**config.mk**
```make
export PLATFORM = sky130hd
export DESIGN_NAME = score_board
export DESIGN_NICKNAME = d
export VERILOG_FILES = /design/src/rtl/score_board.sv
export SDC_FILE = /design/constraint.sdc
export NUM_CORES = 1
export LEC_CHECK = 0
export ABC_AREA = 0
export CAP_MARGIN = 30
export CORE_UTILIZATION = 46
export DETAILED_ROUTE_END_ITERATION = 7
export GPL_ROUTABILITY_DRIVEN = 0
export PLACE_DENSITY_LB_ADDON = 0.2
export SYNTH_ARGS = -nofsm -noshare
export SYNTH_HDL_FRONTEND = slang
export SYNTH_SLANG_ARGS = --single-unit
```
**constraint.sdc**
```tcl
create_clock -name clk -period 1.85 [get_ports clk]
set_clock_uncertainty 0.1 [all_clocks]
set_input_delay 0.4625 -clock clk [delete_from_list [all_inputs] [get_ports clk]]
set_output_delay 0.4625 -clock clk [all_outputs]
set_load 0.02 [all_outputs]
```
**src/rtl/score_board.sv**
```systemverilog
// ============================================================================
// score_board : BCD score counter with per-frame shadow and 3x5 glyph renderer
// Rev 1.0
// ============================================================================
`default_nettype none

module score_board #(
  parameter int         DIGITS       = 2,
  parameter int         POSX         = 100,
  parameter int         POSY         = 16,
  parameter int         GLYPH_W      = 12,
  parameter int         GLYPH_H      = 20,
  parameter int         GAP          = 4,
  parameter int         WIN_SCORE    = 11,
  parameter int         BLINK_FRAMES = 30,
  parameter logic [2:0] FG_RGB       = 3'b111
) (
  input  logic                  clk,
  input  logic                  reset_n,
  input  logic                  point,
  input  logic                  clear,
  input  logic                  frame_tick,
  input  logic [9:0]            row,
  input  logic [9:0]            col,
  output logic [2:0]            rgb,
  output logic                  active,
  output logic [4*DIGITS-1:0]   score_bcd,
  output logic                  win
);

  function automatic logic [4*DIGITS-1:0] f_to_bcd(input int v);
    logic [4*DIGITS-1:0] r;
    int                  t;
    r = '0;
    t = v;
    for (int i = 0; i < DIGITS; i++) begin
      r[4*i +: 4] = 4'(t % 10);
      t = t / 10;
    end
    return r;
  endfunction

  // Glyph rows packed top row first; MSB of each row is the leftmost cell.
  function automatic logic f_font(input logic [3:0] d, input logic [2:0] y,
                                  input logic [1:0] x);
    logic [14:0] g;
    logic [2:0]  r;
    case (d)
      4'd0:    g = 15'b111_101_101_101_111;
      4'd1:    g = 15'b001_001_001_001_001;
      4'd2:    g = 15'b111_001_111_100_111;
      4'd3:    g = 15'b111_001_111_001_111;
      4'd4:    g = 15'b101_101_111_001_001;
      4'd5:    g = 15'b111_100_111_001_111;
      4'd6:    g = 15'b111_100_111_101_111;
      4'd7:    g = 15'b111_001_001_001_001;
      4'd8:    g = 15'b111_101_111_101_111;
      4'd9:    g = 15'b111_101_111_001_111;
      default: g = 15'b0;
    endcase
    case (y)
      3'd0:    r = g[14:12];
      3'd1:    r = g[11:9];
      3'd2:    r = g[8:6];
      3'd3:    r = g[5:3];
      3'd4:    r = g[2:0];
      default: r = 3'b000;
    endcase
    case (x)
      2'd0:    return r[2];
      2'd1:    return r[1];
      2'd2:    return r[0];
      default: return 1'b0;
    endcase
  endfunction

  localparam int c_PITCH = GLYPH_W + GAP;
  localparam int c_CW    = GLYPH_W / 3;
  localparam int c_CH    = GLYPH_H / 5;
  localparam int c_XEND  = POSX + DIGITS * c_PITCH - GAP - 1;
  localparam int c_YEND  = POSY + GLYPH_H - 1;
  localparam int c_DW    = (DIGITS > 1) ? $clog2(DIGITS) : 1;
  localparam int c_BW    = (BLINK_FRAMES > 1) ? $clog2(BLINK_FRAMES) : 1;
  localparam logic [4*DIGITS-1:0] c_WIN_BCD = f_to_bcd(WIN_SCORE);

  logic [4*DIGITS-1:0] r_score;
  logic [4*DIGITS-1:0] r_shadow;
  logic                r_win;
  logic [c_BW-1:0]     r_blink_cnt;
  logic                r_blink_hide;
  logic [4*DIGITS-1:0] w_inc;
  logic [DIGITS-1:0]   w_carry;
  logic [DIGITS-1:0]   w_blank;

  assign w_carry[0] = 1'b1;

  // Ripple BCD increment; w_blank[i] is true when digit i and everything above it is zero.
  generate
    for (genvar gi = 0; gi < DIGITS; gi++) begin : g_digit
      logic [3:0] w_nib;
      logic [3:0] w_snib;
      assign w_nib  = r_score[4*gi +: 4];
      assign w_snib = r_shadow[4*gi +: 4];
      assign w_inc[4*gi +: 4] = w_carry[gi] ? ((w_nib == 4'd9) ? 4'd0 : w_nib + 4'd1) : w_nib;
      if (gi < DIGITS - 1) begin : g_cy
        assign w_carry[gi+1] = w_carry[gi] & (w_nib == 4'd9);
      end
      if (gi == 0) begin : g_lsd
        assign w_blank[gi] = 1'b0;
      end else if (gi == DIGITS - 1) begin : g_msd
        assign w_blank[gi] = (w_snib == 4'd0);
      end else begin : g_mid
        assign w_blank[gi] = (w_snib == 4'd0) & w_blank[gi+1];
      end
    end
  endgenerate

  always_ff @(posedge clk or negedge reset_n) begin
    if (!reset_n) begin
      r_score <= '0;
      r_win   <= 1'b0;
    end else if (clear) begin
      r_score <= '0;
      r_win   <= 1'b0;
    end else if (point && !r_win) begin
      r_score <= w_inc;
      r_win   <= (w_inc == c_WIN_BCD);
    end
  end

  always_ff @(posedge clk or negedge reset_n) begin
    if (!reset_n) begin
      r_shadow <= '0;
    end else if (frame_tick) begin
      r_shadow <= r_score;
    end
  end

  always_ff @(posedge clk or negedge reset_n) begin
    if (!reset_n) begin
      r_blink_cnt  <= '0;
      r_blink_hide <= 1'b0;
    end else if (clear || !r_win) begin
      r_blink_cnt  <= '0;
      r_blink_hide <= 1'b0;
    end else if (frame_tick) begin
      if (r_blink_cnt == c_BW'(BLINK_FRAMES - 1)) begin
        r_blink_cnt  <= '0;
        r_blink_hide <= ~r_blink_hide;
      end else begin
        r_blink_cnt  <= r_blink_cnt + 1'b1;
      end
    end
  end

  // Stage 1: geometry decode of the incoming pixel coordinate.
  logic [11:0]     w_cx;
  logic [11:0]     w_cy;
  logic [11:0]     w_off;
  logic            w_area;
  logic            r_s1_area;
  logic            r_s1_gap;
  logic [c_DW-1:0] r_s1_dig;
  logic [1:0]      r_s1_fx;
  logic [2:0]      r_s1_fy;

  assign w_cx   = {2'b00, col} - 12'(POSX);
  assign w_cy   = {2'b00, row} - 12'(POSY);
  assign w_off  = w_cx % 12'(c_PITCH);
  assign w_area = ({2'b00, col} >= 12'(POSX)) && ({2'b00, col} <= 12'(c_XEND)) &&
                  ({2'b00, row} >= 12'(POSY)) && ({2'b00, row} <= 12'(c_YEND));

  always_ff @(posedge clk or negedge reset_n) begin
    if (!reset_n) begin
      r_s1_area <= 1'b0;
      r_s1_gap  <= 1'b0;
      r_s1_dig  <= '0;
      r_s1_fx   <= '0;
      r_s1_fy   <= '0;
    end else begin
      r_s1_area <= w_area;
      r_s1_gap  <= (w_off >= 12'(GLYPH_W));
      r_s1_dig  <= c_DW'(DIGITS - 1) - c_DW'(w_cx / 12'(c_PITCH));
      r_s1_fx   <= 2'(w_off / 12'(c_CW));
      r_s1_fy   <= 3'(w_cy / 12'(c_CH));
    end
  end

  // Stage 2: font lookup against the shadow digit.
  logic [3:0] w_nib_sel;
  logic       w_blank_sel;
  logic       w_lit;
  logic       r_active;
  logic [2:0] r_rgb;

  always_comb begin
    w_nib_sel   = 4'd0;
    w_blank_sel = 1'b0;
    for (int i = 0; i < DIGITS; i++) begin
      if (r_s1_dig == c_DW'(i)) begin
        w_nib_sel   = r_shadow[4*i +: 4];
        w_blank_sel = w_blank[i];
      end
    end
    w_lit = r_s1_area & ~r_s1_gap & f_font(w_nib_sel, r_s1_fy, r_s1_fx) &
            ~w_blank_sel & ~r_blink_hide;
  end

  always_ff @(posedge clk or negedge reset_n) begin
    if (!reset_n) begin
      r_active <= 1'b0;
      r_rgb    <= 3'b000;
    end else begin
      r_active <= w_lit;
      r_rgb    <= w_lit ? FG_RGB : 3'b000;
    end
  end

  assign score_bcd = r_score;
  assign win       = r_win;
  assign active    = r_active;
  assign rgb       = r_rgb;

endmodule

`default_nettype wire
```
==> results of run 1 <==
## synth_stat cells (2+ instances only)
master	count
dfrtp_1	32
nand2_1	16
nor2_1	15
o21ai_0	13
a21oi_1	9
ha_1	9
inv_1	9
mux2_2	9
nor2b_1	6
mux2i_1	5
o31ai_1	5
xor2_1	5
nand3_1	4
nor3_1	4
nor3b_1	4
buf_4	3
nand2b_1	3
nor4_1	3
xnor2_1	3
and3_1	2
clkbuf_1	2
nand3b_1	2
o21ai_1	2
or3_1	2
## state kept, by name (all words and copies together) (netlist names)
register and cells:
r_blink_cnt 5, r_blink_hide 1, r_s1_area 1, r_s1_dig 1
r_s1_fx 2, r_s1_fy 3, r_s1_gap 1, r_shadow 8
rgb 1, score_bcd 8, win 1
## final cells by class
class                      instances  area (um2)
fill                             291        1190
clock buffer                       7        86.3
clock inverter                     1        7.51
inverter                           9        33.8
sequential                        32         802
timing repair buffer              55         507
tap                               48        60.1
multi-input combinational        135        1030
## worst paths after layout
check                               start        endpoint  depth (start not counted)
max                              r_s1_dig          rgb[1]                          8
min                        r_blink_cnt[4]  r_blink_cnt[4]                          2
max reg2reg                      r_s1_dig          rgb[1]                          8
min reg2reg                r_blink_cnt[4]  r_blink_cnt[4]                          2
max in group asynchronous         reset_n        r_s1_dig                          2
min in group asynchronous         reset_n     r_shadow[7]                          2
## power by group through the flow
stage	clock network [mW]	registers [mW]	logic, mW
2_1_floorplan	0	0.756	0.113
3_3_place_gp	0	0.759	0.218
3_5_place_dp	0	0.760	0.229
4_1_cts	0.566	0.747	0.236
5_1_grt	0.599	0.753	0.277
6_report	0.557	0.750	0.256
## kinds of logic (layout without fill, tap and decap cells)
| group | Yosys count | count (layout) | synth area share |
|---|---|---|---|
| and+or+nand+nor | 66 | 66 | 0.188 |
| DFF | 32 | 32 | 0.443 |
| AOI/OAI and AO/OA | 37 | 37 | 0.127 |
| buffers and inverters | 16 | 72 | 0.0443 |
| muxes | 15 | 15 | 0.0963 |
| adders and majority gates | 9 | 9 | 0.0623 |
| xor gates and xnor gates | 8 | 8 | 0.0388 |
## tightest hold or removal path, cell delays in order, from the launching register on
cell	delay (ps)
dfrtp_1	370
a21oi_1	80
nor2_1	80
## stage by stage
step                power (mW)  setup slack (ps)   util  instances  hold WS, ps
floorplan                0.869              23.5      -        183         66.9
global placement         0.977              -123  0.627        277          424
detailed placement       0.989              -235  0.627        277          444
CTS                       1.55              -112  0.657        287          468
global route              1.63              -207  0.680        287          502
finish                    1.56              -116  0.680        287          463
## placed cells by master, fill, tap and decap left out, drive strengths merged, types with 2 or more instances in the layout
cell / instances
a21oi: 9
and3: 2
buf: 20
clkbuf: 7
clkdlybuf4s50: 25
dfrtp: 32
dlygate4sd2: 6
dlymetal6s2s: 4
ha: 9
inv: 9
mux2: 9
mux2i: 6
nand2: 16
nand2b: 3
nand3: 4
nand3b: 2
nor2: 15
nor2b: 6
nor3: 4
nor3b: 4
nor4: 3
o21ai: 15
o311ai: 2
o31ai: 5
or3: 2
xnor2: 3
xor2: 5
## routing by layer
layer  GRT usage  up-vias  routed length [um]
li1            -      754                   -
met1       0.263      740                1840
met2       0.386       27                2240
met3      0.0475        4                 125
met4       0.106        0                  40
met5           0        -                   0
## what timing repair did
item,CTS,global route
endpoints found under the hold margin,0,0
endpoints found under the setup margin,7,9
setup buffers,2,0
gates resized for setup,9,22
pin swaps,0,8
==> out/qor.yml, run 1 <==
run_status:
  status: "finished with violations"
  failed_checks: "negative setup slack"
pwr:
  p_sw_mw: 0.400
  clockPowerShare: 0.356
  vdd_drop_max_mv: 0.407
  total_leakage_power_nw: 1.21
  pwr-share-comb: 0.164
  p_seq_frac: 0.480
  power_density_nw_per_um2: 618
  intPower_mw: 1.16
  p_sw_frac: 0.256
routing:
  antenna_left: 0
  first_pass_iters: 4
  totalWireLength_um: 4250
  avgViaCountPerCell: 5.31
  drt_iter0_drc: 75
  routedWlPerCell_um: 14.8
  vias: 1525
  drc: 0
clocking:
  cts_tree: "built"
  cts_made_buffers: 5
  clock_path_buffers: 2
  htree_levels: 2
  clk_latency_ps: 280
  clkSinkCount: 32
  cts.root.buffer_cell: "clkbuf_8"
  cts_hold_buf: 0
  clkTransAtPathRegs_ps: 70
critical_path:
  crit_chain: "mux2i_4 > inv_1 > ha_2 > nand2b_1 > a311oi_1 > o21ai_1 > a32oi_1 > a21oi_1"
  worst-setup-path-type: "reg2reg"
  critical_path_buf_inv_count: 1
  crit_family: "compound AO/OA/AOI/OAI gates"
  critical_path.slowest_cell: "dfrtp_2"
  worstSetupEndpointType: "flop"
  slowest_delay_ps: 460
  cp-start-kind: "flop"
  worst_ep_required_time_ps: 1890
  r2r_slack_ps: -120
  critical_path_peak_fanout: 4
  worst_ep_arrival_time_ps: 2010
sta:
  period_share: 1.06
  tightest_slew_ps: 407
  period_needed_ps: 1970
  setup_viol: 1
  hold_violations: 0
  slew_viol_final: 0
  max_freq_mhz: 509
  relSlewSlack: 0.729
  layout_setup_ws_ps: -116
  setup_tns_ps: -116
  rsz0062_at_grt: "true"
global_routing:
  antenna_found_initial: 0
  grt_pass1_vias: 1540
  grt_max_degree: 33
  grt_pass1_wl_um: 6970
  grt_overflow: 0
  grt_util_all_layers: 0.223
logic_synthesis:
  ys_seq_area_frac: 0.443
  netlist_instances: 183
  ys_ff_latch: 32
  synth_ff_type: "dfrtp_1"
  synth.distinct_cells: 40
  synth_top_area_cell: "dfrtp_1"
  synth_top_area_frac: 0.443
  synth_edf_count: 0
  yosysWarnings: 0
  synth_nets: 217
  async_reset_ff_frac: 1.00
  syn_area_um2: 1810
  avgSynthCellArea_um2: 9.87
  synth.area.top_cells: "dfrtp_1 44%, ha_1 6.2%, mux2_2 5.6%"
floorplan:
  fp.dieW_um: 64.7
  die_h_um: 64.7
  rows: 22
  initial_utilization: 0.486
  die_area_um2: 4180
  pin_count: 38
  core_area_um2: 3720
placement:
  io_buffers: 35
  dp_hpwl_um: 3080
  postPlaceCellArea_um2: 2330
run:
  maxCapViolCount: 0
layout:
  drive_gt1_frac: 0.230
  diodes: 0
  design_area_um2: 2530
  final_nets: 272
  area_delta_synth_final_pct: 39.9
hold_path:
  min_path_type: "reg2reg"
Note: power is estimated with default switching activity, not from simulation.
==> run 2, diff against run 1 <==
Settings changed: CORE_UTILIZATION 46 to 54.
Clock period 1.85 ns to 2.3 ns, I/O delays scaled along.
==> run 2 against run 1 <==
Effect of this change:
- flip-flop and latch count is the same
- sequential share of layout area is 3.5 points higher
- routed wire length fell by 9.6%
- sequential power decreased by 20%
- worst setup slack better by 240 ps
- hold slack worse by 24 ps
- the run now ends clean
- die area down 14%
- highest routed layer unchanged
- first-iteration DRC count rose by 15%
- critical path depth down 7
==> out/qor.yml, run 2 (synthesis results as in run 1) <==
critical_path:
  slowest_delay_ps: 690  # was 460 ps
  worst_ep_required_time_ps: 1620  # was 1890 ps
  worst_ep_arrival_time_ps: 1500  # was 2010 ps
  r2r-start: "r_s1_dig"  # unchanged
  critical_path_peak_fanout: 8  # was 4
  crit_chain: "clkdlybuf4s50_1"  # was mux2i_4 > inv_1 > ha_2 > nand2b_1 > a311oi_1 > o21ai_1 > a32oi_1 > a21oi_1
  cp-start-kind: "flop"  # unchanged
  worst-setup-path-type: "reg2out"  # was reg2reg
  reg2reg_depth: 9  # was 8
  critical_path_buf_inv_count: 1  # unchanged
  r2r_slack_ps: 190  # was -120 ps
  worstSetupEndpointType: "primary output"  # was flop
  timing.rr.end: "rgb[1]"  # unchanged
  critical_path.slowest_cell: "clkdlybuf4s50_1"  # was dfrtp_2
  crit_family: "buffers and inverters"  # was compound AO/OA/AOI/OAI gates
hold_path:
  holdPathStages: 1  # was 2
  min_path_type: "reg2reg"  # unchanged
  worstHoldEndpoint: "r_shadow[0]"  # was r_blink_cnt[4]
  hp-start: "r_shadow[0]"  # was r_blink_cnt[4]
pwr:
  power_density_nw_per_um2: 466  # was 618 nW/um2
  vdd_drop_max_mv: 0.280  # was 0.407 mV
  total_leakage_power_nw: 1.03  # was 1.21 nW
routing:
  totalWireLength_um: 3840  # was 4250 um
  avgViaCountPerCell: 5.58  # was 5.31
  first_pass_iters: 4  # unchanged
  routedWlPerCell_um: 14.2  # was 14.8 um
  drc: 0  # unchanged
  vias: 1506  # was 1525
  antenna_left: 0  # unchanged
  drt_iter0_drc: 86  # was 75
clocking:
  cts_made_buffers: 5  # unchanged
  clkSinkCount: 32  # unchanged
  post_cts_buffers: 0  # was 2
  clkTransAtPathRegs_ps: 100  # was 70 ps
  cts_tree: "built"  # unchanged
  cts_resized: 0  # was 9
  clk_latency_ps: 320  # was 280 ps
  cts_hold_buf: 0  # unchanged
  clock_path_buffers: 2  # unchanged
  htree_levels: 2  # unchanged
  cts.root.buffer_cell: "clkbuf_4"  # was clkbuf_8
placement:
  io_buffers: 35  # unchanged
  dp_hpwl_um: 2950  # was 3080 um
  place_ws_ps: 148  # was -235 ps
  postPlaceCellArea_um2: 2230  # was 2330 um2
run_status:
  status: "complete, no violations"  # was finished with violations
global_routing:
  antenna_found_initial: 0  # unchanged
  grt_max_degree: 33  # unchanged
  grt_overflow: 0  # unchanged
  grt_pass1_wl_um: 6430  # was 6970 um
  grt_util_all_layers: 0.244  # was 0.223
  grt_pass1_vias: 1481  # was 1540
floorplan:
  core_area_um2: 3100  # was 3720 um2
  pin_count: 38  # unchanged
  die_h_um: 59.8  # was 64.7 um
  fp.dieW_um: 59.8  # was 64.7 um
  rows: 20  # was 22
  die_area_um2: 3580  # was 4180 um2
  initial_utilization: 0.582  # was 0.486
sta:
  slew_viol_final: 0  # unchanged
  rsz0062_at_grt: "false"  # was true
  hold_violations: 0  # unchanged
  setup_viol: 0  # was 1
  period_needed_ps: 2180
  tightest_slew_ps: 385  # was 407 ps
  layout_setup_ws_ps: 121  # was -116 ps
  setup_tns_ps: 0  # was -116 ps
  period_share: 0.947
  max_freq_mhz: 459
  relSlewSlack: 0.740  # was 0.729
layout:
  area_delta_synth_final_pct: 26.0  # was 39.9%
  drive_gt1_frac: 0.119  # was 0.230
  design_area_um2: 2280  # was 2530 um2
  multiInputGateArea_um2: 926  # was 1030 um2
  diodes: 0  # unchanged
  final.fill_count: 236  # was 291
  final_cell_mix: "35 x clkdlybuf4s50_1, 31 x dfrtp_1, 16 x nand2_1, 15 x nor2_1, 13 x o21ai_0"  # was 31 x dfrtp_1, 25 x clkdlybuf4s50_1, 19 x buf_4, 15 x nor2_1, 15 x nand2_1
  final_util: 0.734  # was 0.680
  mostFrequentLayoutCell: "clkdlybuf4s50_1"  # was dfrtp_1
  final_nets: 260  # was 272
  seqCellArea_um2: 802  # unchanged
run:
  maxCapViolCount: 0  # unchanged
-- run 2: cell type report --
class                      instances  share of cell area
timing repair buffer              43               0.180
clock buffer                       5              0.0165
inverter                           9              0.0148
multi-input combinational        135               0.407
clock inverter                     2             0.00549
tap                               44              0.0242
sequential                        32               0.352
-- run 2: layer usage --
metal  global-route usage  wire [um]  part of all wire
met1                0.286       1670              0.44
met4               0.0864         52             0.014
met5                    0          0                 0
met3               0.0476        116             0.030
met2                0.440       2000              0.52
-- run 2: where the power goes --
group	internal (mW)	leakage (nW)	switching, mW	total [mW]
Sequential	0.578	0.428	0.0250	0.603
Clock	0.111	0.0271	0.188	0.299
Combinational	0.0873	0.571	0.0725	0.160
Total	0.777	1.03	0.285	1.06
-- run 2: worst max-delay path by stage --
stage               depth (start not counted)         start           end
CTS                                         8      r_s1_dig        rgb[1]
finish                                      1  score_bcd[5]  score_bcd[5]
global placement                            5         clear  r_blink_hide
detailed placement                          8      r_s1_dig        rgb[1]
floorplan                                   9      r_s1_dig        rgb[1]
global route                                9      r_s1_dig        rgb[1]
-- run 2: through the flow --
| stage | cells | hold WS [ps] | total power [mW] |
|---|---|---|---|
| after floorplan | 183 | 179 | 0.690 |
| after global placement | 263 | 399 | 0.763 |
| after detailed placement | 263 | 416 | 0.774 |
| after CTS | 270 | 440 | 1.07 |
| after global routing | 270 | 467 | 1.12 |
| final | 270 | 440 | 1.06 |
==> run 3, diff against run 2 <==
Settings changed: CORE_UTILIZATION 54 to 57, CTS_BUF_LIST from default to sky130_fd_sc_hd__clkbuf_8.
==> run 3 against run 2 <==
Effect of this change:
- global-route usage is 2.5 points higher
- cell area rose by 3.0%
- die area is 5.1% lower
- flip-flop and latch count unchanged
- cell count stayed put
- first-iteration DRC count increased by 58%
- count of clock-buffer cells in the layout increased by 2
- worst setup slack better by 6.8 ps
==> out/qor.yml, run 3 (synthesis results as in run 1) <==
critical_path:
  critical_path_peak_fanout: 4  # was 8
  cp-start-kind: "flop"  # unchanged
  critical_path_buf_inv_count: 2  # was 1
  worst_ep_arrival_time_ps: 2210  # was 1500 ps
  worst_ep_required_time_ps: 2330  # was 1620 ps
  critical_path.slowest_cell: "dfrtp_2"  # was clkdlybuf4s50_1
  worstSetupEndpointType: "flop"  # was primary output
  crit_chain: "mux2i_2 > buf_4 > inv_1 > ha_1 > nand2b_1 > a311oi_2 > o21ai_1 > a32oi_1 > a21oi_1"  # was clkdlybuf4s50_1
  slowest_delay_ps: 450  # was 690 ps
  crit_family: "compound AO/OA/AOI/OAI gates"  # was buffers and inverters
  worst-setup-path-type: "reg2reg"  # was reg2out
pwr:
  vdd_drop_max_mv: 0.354  # was 0.280 mV
  total_leakage_power_nw: 1.05  # was 1.03 nW
  pwr-share-comb: 0.140  # was 0.151
  p_sw_mw: 0.293  # was 0.285 mW
  power_density_nw_per_um2: 525  # was 466 nW/um2
  p_sw_frac: 0.238  # was 0.269
  clockPowerShare: 0.369  # was 0.282
  intPower_mw: 0.937  # was 0.777 mW
  p_seq_frac: 0.492  # was 0.568
  power_mw: 1.23  # was 1.06 mW
placement:
  io_buffers: 35  # unchanged
  dp_hpwl_um: 2950  # about the same
  dp_cells: 263  # unchanged
  place_ws_ps: 127  # was 148 ps
sta:
  period_share: 0.944  # was 0.947
  holdWs_ps: 444  # was 440 ps
  tightest_slew_ps: 524  # was 385 ps
  setup_tns_ps: 0  # unchanged
  period_needed_ps: 2170  # was 2180 ps
  hold_violations: 0  # unchanged
  rsz0062_at_grt: "false"  # unchanged
  slew_viol_final: 0  # unchanged
  max_freq_mhz: 460  # was 459 MHz
  setup_viol: 0  # unchanged
  layout_setup_ws_ps: 128  # was 121 ps
  relSlewSlack: 0.646  # was 0.740
floorplan:
  pin_count: 38  # unchanged
  die_h_um: 58.3  # was 59.8 um
  fp.dieW_um: 58.3  # was 59.8 um
  die_area_um2: 3400  # was 3580 um2
  core_area_um2: 3030  # was 3100 um2
  initial_utilization: 0.597  # was 0.582
  rows: 20  # unchanged
global_routing:
  grt_pass1_vias: 1493  # was 1481
  grt_overflow: 0  # unchanged
  grt_pass1_wl_um: 6650  # was 6430 um
  grt_max_degree: 33  # unchanged
  antenna_found_initial: 0  # unchanged
  grt_util_all_layers: 0.268  # was 0.244
routing:
  antenna_left: 0  # unchanged
  vias: 1552  # was 1506
  drc: 0  # unchanged
  routedWlPerCell_um: 14.9  # was 14.2 um
  first_pass_iters: 4  # unchanged
  totalWireLength_um: 4010  # was 3840 um
  drt_iter0_drc: 136  # was 86
  avgViaCountPerCell: 5.75  # was 5.58
layout:
  diodes: 0  # unchanged
  mostFrequentLayoutCell: "clkdlybuf4s50_1"  # unchanged
  instances_no_fill: 270  # unchanged
  drive_gt1_frac: 0.133  # was 0.119
  final_cell_mix: "35 x clkdlybuf4s50_1, 31 x dfrtp_1, 16 x nand2_1, 15 x nor2_1, 13 x o21ai_0"  # unchanged
  final_nets: 260  # unchanged
  area_delta_synth_final_pct: 29.8  # was 26.0%
  final.fill_count: 206  # was 236
clocking:
  cts_tree: "built"  # unchanged
  clock_path_buffers: 2  # unchanged
  clkTransAtPathRegs_ps: 60  # was 100 ps
  cts.root.buffer_cell: "clkbuf_8"  # was clkbuf_4
  cts_hold_buf: 0  # unchanged
  cts_made_buffers: 5  # unchanged
  htree_levels: 2  # unchanged
  clk_latency_ps: 280  # was 320 ps
  clkSinkCount: 32  # unchanged
run:
  maxCapViolCount: 0  # unchanged
hold_path:
  min_path_type: "reg2reg"  # unchanged
run_status:
  status: "complete, no violations"  # unchanged
-- run 3: cell count changes in the layout (fill, tap and decap cells not counted) --
cell        delta
mux2i_1        -2
clkbuf_4       -5
mux2i_2        +1
clkinv_2       -1
mux2i_4        +1
a311oi_2       +1
clkinvlp_4     -1
clkbuf_8       +7
a311oi_1       -1
-- run 3: path summary, 6_finish.rpt --
| kind | start | endpoint | slack (ps) | cells after the start |
|---|---|---|---|---|
| worst max-delay path | r_s1_dig | rgb[1] | 130 | 9 |
| worst min-delay path | r_shadow[3] | r_shadow[3] | 440 | 1 |
| worst max register to register | r_s1_dig | rgb[1] | 130 | 9 |
| worst min register to register | r_shadow[3] | r_shadow[3] | 440 | 1 |
| max in group asynchronous | reset_n | r_s1_dig | 1200 | 2 |
| min in group asynchronous | reset_n | r_blink_cnt[2] | 590 | 2 |
-- run 3: stage by stage --
stage / utilization / cell area, um2
2_1_floorplan: - / 1810
3_3_place_gp: 0.735 / 2230
3_5_place_dp: 0.735 / 2230
4_1_cts: 0.767 / 2320
5_1_grt: 0.775 / 2350
6_report: 0.775 / 2350
-- run 3: final cells by class --
class,count,area (um2),share of cell area
clock buffers,7,96.3,0.0411
well taps,44,55.1,0.0235
flip-flops and latches,32,802,0.342
inverters,9,33.8,0.0144
multi-input cells,135,948,0.404
repair buffers,43,410,0.175
-- run 3: power by group through the flow --
stage	Combinational [mW]	Clock (mW)	Sequential [mW]
floorplan	0.0841	0	0.606
global placement	0.155	0	0.609
detailed placement	0.163	0	0.610
CTS	0.166	0.458	0.601
global route	0.190	0.479	0.607
finish	0.172	0.454	0.605
-- run 3: what timing repair did --
action / 4_1_cts / 5_1_grt
setup buffers: 0 / 0
endpoints found under the setup margin: 0 / 1
resized for setup: 0 / 5
-- run 3: worst reg2reg max path, stage by stage (launching register included) --
cell	delay, ps
dfrtp_2	450
mux2i_2	190
buf_4	160
inv_1	80
ha_1	200
nand2b_1	90
a311oi_2	290
o21ai_1	100
a32oi_1	260
a21oi_1	120
-- run 3: metal layers --
metal | routed length [um] | GRT usage
met1 | 1580 | 0.310
met2 | 2140 | 0.479
met3 | 200 | 0.0527
met4 | 87 | 0.126
met5 | 0 | 0
